File: config.mk
export PLATFORM = sky130hd
export DESIGN_NAME = seg_scan_ctrl
export DESIGN_NICKNAME = d
export VERILOG_FILES = /design/src/rtl/seg_scan_ctrl.sv
export SDC_FILE = /design/constraint.sdc
export NUM_CORES = 1
export LEC_CHECK = 0
export ABC_AREA = 1
export CAP_MARGIN = 20
export CORE_MARGIN = 5
export CORE_UTILIZATION = 33
export DETAILED_ROUTE_END_ITERATION = 8
export SYNTH_ARGS = -nofsm -noshare
export SYNTH_HDL_FRONTEND = slang
export SYNTH_SLANG_ARGS = --single-unit
File: constraint.sdc
create_clock -name clk -period 7.24 [get_ports clk]
set_input_delay 1.81 -clock clk [delete_from_list [all_inputs] [get_ports clk]]
set_output_delay 1.81 -clock clk [all_outputs]
set_load 0.03 [all_outputs]
File: src/rtl/seg_scan_ctrl.sv
// Four-digit multiplexed 7-segment scan controller with a shadow/active value
// pair so a new value only reaches the display on a frame boundary.
module seg_scan_ctrl #(
  parameter int unsigned REFRESH_DIV = 50000,
  parameter bit          LZ_DEFAULT  = 1'b1
) (
  input  logic        clk,
  input  logic        reset,
  input  logic        enable,
  input  logic        load,
  input  logic [15:0] value,
  input  logic [3:0]  dp_in,
  input  logic        lz_en,
  output logic        ready,
  output logic [3:0]  hex,
  output logic [3:0]  digit_an,
  output logic        dp_out,
  output logic        frame_tick
);

  logic [15:0] div_q, div_d;
  logic [1:0]  idx_q, idx_d;
  logic [15:0] act_val_q, act_val_d;
  logic [3:0]  act_dp_q, act_dp_d;
  logic        act_lz_q, act_lz_d;
  logic [15:0] sh_val_q, sh_val_d;
  logic [3:0]  sh_dp_q, sh_dp_d;
  logic        sh_lz_q, sh_lz_d;
  logic        pend_q, pend_d;
  logic [3:0]  hex_q, hex_d;
  logic [3:0]  an_q, an_d;
  logic        dp_q, dp_d;
  logic        tick_q, tick_d;

  logic        div_last;
  logic        wrap;
  logic        blank;
  logic [15:0] upper;

  always_comb begin
    div_last  = (div_q == 16'(REFRESH_DIV - 1));
    wrap      = enable && div_last && (idx_q == 2'd3);

    div_d     = div_q;
    idx_d     = idx_q;
    act_val_d = act_val_q;
    act_dp_d  = act_dp_q;
    act_lz_d  = act_lz_q;
    sh_val_d  = sh_val_q;
    sh_dp_d   = sh_dp_q;
    sh_lz_d   = sh_lz_q;
    pend_d    = pend_q;

    if (!enable) begin
      div_d = '0;
      idx_d = '0;
    end else if (div_last) begin
      div_d = '0;
      idx_d = idx_q + 2'd1;
    end else begin
      div_d = div_q + 16'd1;
    end

    // Commit needs pend_q, so a load taken on a wrap edge waits a full frame.
    if (pend_q && (wrap || !enable)) begin
      act_val_d = sh_val_q;
      act_dp_d  = sh_dp_q;
      act_lz_d  = sh_lz_q;
      pend_d    = 1'b0;
    end else if (load && !pend_q) begin
      sh_val_d = value;
      sh_dp_d  = dp_in;
      sh_lz_d  = lz_en;
      pend_d   = 1'b1;
    end

    // Nibbles at and above the current slot; all-zero means a leading zero.
    upper = act_val_q >> {idx_q, 2'b00};
    blank = act_lz_q && (idx_q != 2'd0) && (upper == '0);

    hex_d  = '0;
    an_d   = '1;
    dp_d   = 1'b0;
    tick_d = wrap;
    if (enable && !blank) begin
      hex_d = upper[3:0];
      an_d  = ~(4'b0001 << idx_q);
      dp_d  = act_dp_q[idx_q];
    end
  end

  always_ff @(posedge clk or posedge reset) begin
    if (reset) begin
      div_q     <= '0;
      idx_q     <= '0;
      act_val_q <= '0;
      act_dp_q  <= '0;
      act_lz_q  <= LZ_DEFAULT;
      sh_val_q  <= '0;
      sh_dp_q   <= '0;
      sh_lz_q   <= 1'b0;
      pend_q    <= 1'b0;
      hex_q     <= '0;
      an_q      <= '1;
      dp_q      <= 1'b0;
      tick_q    <= 1'b0;
    end else begin
      div_q     <= div_d;
      idx_q     <= idx_d;
      act_val_q <= act_val_d;
      act_dp_q  <= act_dp_d;
      act_lz_q  <= act_lz_d;
      sh_val_q  <= sh_val_d;
      sh_dp_q   <= sh_dp_d;
      sh_lz_q   <= sh_lz_d;
      pend_q    <= pend_d;
      hex_q     <= hex_d;
      an_q      <= an_d;
      dp_q      <= dp_d;
      tick_q    <= tick_d;
    end
  end

  assign ready      = ~pend_q;
  assign hex        = hex_q;
  assign digit_an   = an_q;
  assign dp_out     = dp_q;
  assign frame_tick = tick_q;

endmodule

==> flow_metrics.env, run 1 <==
export IMPL_status="complete, no violations"
export IMPL_fin_crit_ns=3.78
export IMPL_tritoncts="done"
export IMPL_syn_nets=368
export IMPL_finalHoldViolCount=0
export IMPL_die_height_um=108
export IMPL_cts_buffers=9
export IMPL_grt_pass1_wl_mm=10.7
export IMPL_dr_pass1_iters=4
export IMPL_drive_gt1_frac=0.145
export IMPL_fin_nets=404
export IMPL_syn_inst=338
export IMPL_worstHoldPathType="flop to flop"
export IMPL_syn_avg_cell_area_um2=9.47
export IMPL_htreeDepth=3
export IMPL_antenna_found_initial=0
export IMPL_setup_worst_path_end_class="output port"
export IMPL_initial_core_util=0.333
export IMPL_avgRoutedWirePerCell_um=11.7
export IMPL_max_freq_ghz=0.264
export IMPL_grt_pass1_vias=2316
export IMPL_drv_slew=0
export IMPL_die_area_um2=11800
export IMPL_n_antenna_cell=0
export IMPL_io_pin_count=36
export IMPL_die_w_um=108
export IMPL_yosysSeqAreaShare=0.557
export IMPL_critical_path_class="flop to output port"
export IMPL_rows=36
export IMPL_drc=0
export IMPL_via_per_inst=4.47
export IMPL_p_per_area_nw_per_um2=254
export IMPL_worstSetupStartpointType="flop"
export IMPL_synth_area_leaders="dfrtp_1, nand2_1, mux2_2"
export IMPL_ys_types=29
export IMPL_rsz0062_at_grt="no"
export IMPL_final_setup_viol_count=0
export IMPL_clkTransAtPathRegs_ns=0.08
export IMPL_sw_frac_of_total=0.301
export IMPL_insertion_delay_ns=0.35
export IMPL_ant_nets=0
export IMPL_skew_ns=0.0133
export IMPL_cts_root_buf="clkbuf_8"
export IMPL_total_power_mw=0.968
export IMPL_dp_hpwl_mm=4.31
export IMPL_seqPwrFrac=0.537
export IMPL_max_slew_margin=0.427
export IMPL_power_switching_mw=0.292
export IMPL_synth_top_area_frac=0.516
export IMPL_worstMarginPinSlew_ns=0.859
export IMPL_p_int_mw=0.676
export IMPL_gp_congestion=0.828
export IMPL_max_cap_violations=0
export IMPL_post_cts_buffers=0
export IMPL_crit_fanout=23
export IMPL_via_count=2290
export IMPL_ys_seq_elements=71
export IMPL_finalSetupTns_ns=0
export IMPL_cp_arrival_ns=1.97
export IMPL_area_growth_pct=18.9
export IMPL_fillers=988
export IMPL_grt_start_max_net_pins=72
export IMPL_clkPwrFrac=0.291
export IMPL_layout_commonest_cell="nand2_1"
export IMPL_grt_overflow_total=0
export IMPL_post_cts_resized=0
export IMPL_critical_path_required_ns=5.43
export IMPL_power_frac_comb=0.173
export IMPL_coreArea_um2=9590
export IMPL_drt_total_wl_mm=5.97
export IMPL_final_period_utilization=0.522
export IMPL_port_buffers=35
export IMPL_layout_common_cells="nand2_1, dfrtp_1, nand3_1"
export IMPL_post_route_util=0.397
export IMPL_clkSinkCount=71
export IMPL_cts_max_path_buffers=2
export IMPL_cts_hold_buf=0
export IMPL_synth_area_um2=3200
export IMPL_vdd_ir_drop_max_uv=133
export IMPL_ys_warn_count=0
export IMPL_yosysTopAreaCell="dfrtp_1"
export IMPL_first_iter_violations=99
export IMPL_cellLeakagePower_nw=1.72
export IMPL_grt_use_total=0.114
## Yosys cell counts
cell	n
a21oi_1	5
a31oi_1	2
buf_2	3
buf_4	1
buf_6	5
clkbuf_1	1
clkbuf_8	1
dfrtp_1	66
dfstp_2	5
ha_1	5
inv_1	24
inv_2	1
mux2_2	21
nand2_1	90
nand2_2	3
nand2_4	1
nand3_1	37
nand3_2	1
nand4_1	2
nor2_1	35
nor2_2	4
nor3_1	4
nor4_1	1
o21ai_0	12
o21ai_1	1
o21ai_4	1
o22ai_1	1
xnor2_1	1
xor2_1	4
## final timing paths
path                          endpoint     start  depth (start not counted)  slack [ns]
max in group asynchronous       hex[0]     reset                          3        4.63
hold reg to reg               div_q[0]  div_q[0]                          1        0.46
setup reg to reg           sh_val_q[1]    pend_q                          3        5.05
hold / removal                div_q[0]  div_q[0]                          1        0.46
min in group asynchronous     div_q[9]     reset                          3        2.06
setup / recovery                 ready    pend_q                          2        3.46
## stage by stage
step                      hold slack [ns]  instance area, um2  setup slack [ns]  instances
after floorplan                     0.433                3200              3.64        338
after global placement              0.446                3630              3.86        496
after detailed placement            0.456                3630              3.83        496
after CTS                           0.466                3800              3.44        512
after global routing                0.493                3800              3.29        512
final                               0.461                3800              3.46        512
## flip-flops by register name, indices dropped and copies added, names as in the netlist, 2 cells and up
name       flops
div_q         16
act_val_q     16
sh_dp_q        4
idx_q          2
digit_an       4
hex            4
sh_val_q      16
act_dp_q       4
## area by class of cell
| type | instances | area, um2 | area share |
|---|---|---|---|
| clock buffer | 9 | 124 | 0.0326 |
| clock inverter | 7 | 53.8 | 0.0141 |
| timing repair buffer | 36 | 358 | 0.0940 |
| inverter | 25 | 93.8 | 0.0247 |
| multi-input combinational | 231 | 1230 | 0.322 |
| tap | 133 | 166 | 0.0437 |
| sequential | 71 | 1780 | 0.469 |
## metal layers
metal	vias up	global-route usage	part of all wire
li1	1164	-	-
met1	1072	0.156	0.50
met2	46	0.173	0.45
met3	8	0.0370	0.043
met4	0	0.0352	0.012
met5	-	0	0
## worst max-delay path: stages (launching register included)
cell and delay (ns):
dfrtp_1 0.83, inv_1 0.16, clkdlybuf4s50_1 0.64
## power groups by stage
| stage | Clock [mW] | Sequential, mW | Combinational (mW) |
|---|---|---|---|
| 2_1_floorplan | 0 | 0.519 | 0.121 |
| 3_3_place_gp | 0 | 0.526 | 0.166 |
| 3_5_place_dp | 0 | 0.528 | 0.170 |
| 4_1_cts | 0.293 | 0.520 | 0.171 |
| 5_1_grt | 0.311 | 0.531 | 0.193 |
| 6_report | 0.281 | 0.519 | 0.167 |
## logic make-up after synthesis
group                      synth area share
muxes                                0.0739
DFF                                   0.557
adders and majority gates            0.0196
buffers and inverters                0.0594
AOI/OAI and AO/OA                    0.0391
xor gates and xnor gates             0.0137
and+or+nand+nor                       0.237
Power figures use the tool's default switching activity.
==> inputs of run 2 (changes only) <==
- clock period: 7.24 -> 3.4 ns (I/O delays scaled with it)
==> flow_metrics.env, run 2 (synthesized netlist as in run 1, its figures left out) <==
export IMPL_slowest_stage="clkdlybuf4s50_1"
export IMPL_ff2ff_path_depth=6
export IMPL_cts_root_buf="clkbuf_8"
export IMPL_gp_congestion=0.793
export IMPL_clkTransAtPathRegs_ns=0.08
export IMPL_reg2reg_slack_ns=1.26
export IMPL_clkSinkCount=71
export IMPL_status="complete, no violations"
export IMPL_coreArea_um2=9590
export IMPL_cellLeakagePower_nw=1.74
export IMPL_n_antenna_cell=0
export IMPL_p_int_mw=1.52
export IMPL_htreeDepth=3
export IMPL_via_per_inst=4.50
export IMPL_critical_path_required_ns=2.55
export IMPL_post_cts_buffers=0
export IMPL_final_period_utilization=0.753
export IMPL_min_to="div_q[0]"
export IMPL_total_power_mw=2.14
export IMPL_crit_chain="buf_4 > inv_1 > clkdlybuf4s50_1"
export IMPL_die_area_um2=11800
export IMPL_insertion_delay_ns=0.35
export IMPL_tritoncts="done"
export IMPL_grt_overflow_total=0
export IMPL_first_iter_violations=121
export IMPL_gr_usage_met3=0.0418
export IMPL_ant_nets=0
export IMPL_antenna_found_initial=0
export IMPL_die_height_um=108
export IMPL_finalSetupTns_ns=0
export IMPL_holdPathStages=1
export IMPL_register_area_um2=1780
export IMPL_dp_hpwl_mm=4.43
export IMPL_use_met1=0.154
export IMPL_rows=36
export IMPL_via_count=2306
export IMPL_avgRoutedWirePerCell_um=11.9
export IMPL_p_per_area_nw_per_um2=557
export IMPL_layout_commonest_cell="nand2_1"
export IMPL_power_frac_comb=0.175
export IMPL_cts_buffers=9
export IMPL_r2r_end="act_val_q[6]"
export IMPL_busiest_layer="met2"
export IMPL_cts_hold_buf=0
export IMPL_cp_arrival_ns=1.71
export IMPL_sw_frac_of_total=0.292
export IMPL_io_pin_count=36
export IMPL_drv_slew=0
export IMPL_worstHoldPathType="flop to flop"
export IMPL_drc=0
export IMPL_grt_use_total=0.119
export IMPL_drive_gt1_frac=0.147
export IMPL_port_buffers=35
export IMPL_worstMarginPinSlew_ns=0.844
export IMPL_power_switching_mw=0.625
export IMPL_cts_max_path_buffers=2
export IMPL_max_slew_margin=0.436
export IMPL_max_cap_violations=0
export IMPL_final_setup_viol_count=0
export IMPL_crit_fanout=23
export IMPL_die_w_um=108
export IMPL_use_met2=0.185
export IMPL_max_freq_ghz=0.391
export IMPL_skew_ns=0.0125
export IMPL_finalHoldViolCount=0
export IMPL_initial_core_util=0.333
export IMPL_critical_path_class="flop to output port"
export IMPL_rsz0062_at_grt="no"
export IMPL_fin_nets=405
export IMPL_r2r_start="idx_q[0]"
export IMPL_worstSetupStartpointType="flop"
export IMPL_grt_pass1_wl_mm=11.1
export IMPL_min_from="div_q[0]"
export IMPL_vdd_ir_drop_max_uv=266
export IMPL_seqPwrFrac=0.511
export IMPL_grt_pass1_vias=2447
export IMPL_post_cts_resized=0
export IMPL_drt_total_wl_mm=6.10
export IMPL_top_regs="act_val_q (16), div_q (16), sh_val_q (16)"
export IMPL_setup_worst_path_end_class="output port"
export IMPL_clkPwrFrac=0.314
export IMPL_fillers=965
export IMPL_critical_path_max_stage_delay_ns=0.68
export IMPL_fin_crit_ns=2.56
export IMPL_grt_start_max_net_pins=40
export IMPL_layout_common_cells="nand2_1, dfrtp_1, nand3_1"
export IMPL_multiInputGateArea_um2=1230
export IMPL_dr_pass1_iters=4
export IMPL_area_growth_pct=20.4
-- run 2: changes by cell type in the layout (fill, tap and decap cells not counted) --
cell	before	now
bufinv_16	0	1
buf_12	0	1
clkinvlp_4	3	2
clkinv_4	0	2
clkinv_2	1	0
inv_6	3	2
-- run 2: how the worst max path moves through the flow --
stage | from | to | slack, ns | cells past startpoint
after floorplan | reset | act_dp_q[0] | 0.76 | 1
final | pend_q | ready | 0.84 | 3
after global placement | load | sh_val_q[0] | 0.98 | 3
after global routing | pend_q | ready | 0.73 | 3
after CTS | pend_q | ready | 0.80 | 3
after detailed placement | load | sh_val_q[1] | 0.93 | 3
-- run 2: critical path, delay by kind of cell (launching register included) --
kind	cells	cell delay, ns
buffers and inverters	3	1.00
flip-flops	1	0.36
-- run 2: power by group through the flow --
stage               sequential (mW)  combinational [mW]  clock (mW)
CTS                            1.10               0.384       0.707
floorplan                      1.10               0.258           0
finish                         1.10               0.375       0.675
global route                   1.12               0.431       0.734
global placement               1.11               0.372           0
detailed placement             1.11               0.382           0
-- run 2: final cells by class --
class,instances,area share
flip-flops and latches,71,0.463
multi-input cells,231,0.318
repair buffers,37,0.0981
well taps,133,0.0432
clock buffers,9,0.0322
inverters,25,0.0244
clock inverters,7,0.0208
-- run 2: routing by layer --
metal | vias to the layer above | share of wire
met2 | 46 | 0.45
met3 | 7 | 0.051
met5 | - | 0
met4 | 0 | 0.013
met1 | 1086 | 0.48
li1 | 1167 | -
-- run 2: stage by stage --
| step | util | cell area, um2 | hold slack, ns | instances | worst slack [ns] |
|---|---|---|---|---|---|
| floorplan | - | 3200 | 0.433 | 338 | 0.762 |
| global placement | 0.380 | 3650 | 0.450 | 497 | 0.981 |
| detailed placement | 0.380 | 3650 | 0.451 | 497 | 0.933 |
| CTS | 0.401 | 3850 | 0.461 | 513 | 0.804 |
| global route | 0.401 | 3850 | 0.492 | 513 | 0.729 |
| finish | 0.401 | 3850 | 0.459 | 513 | 0.841 |
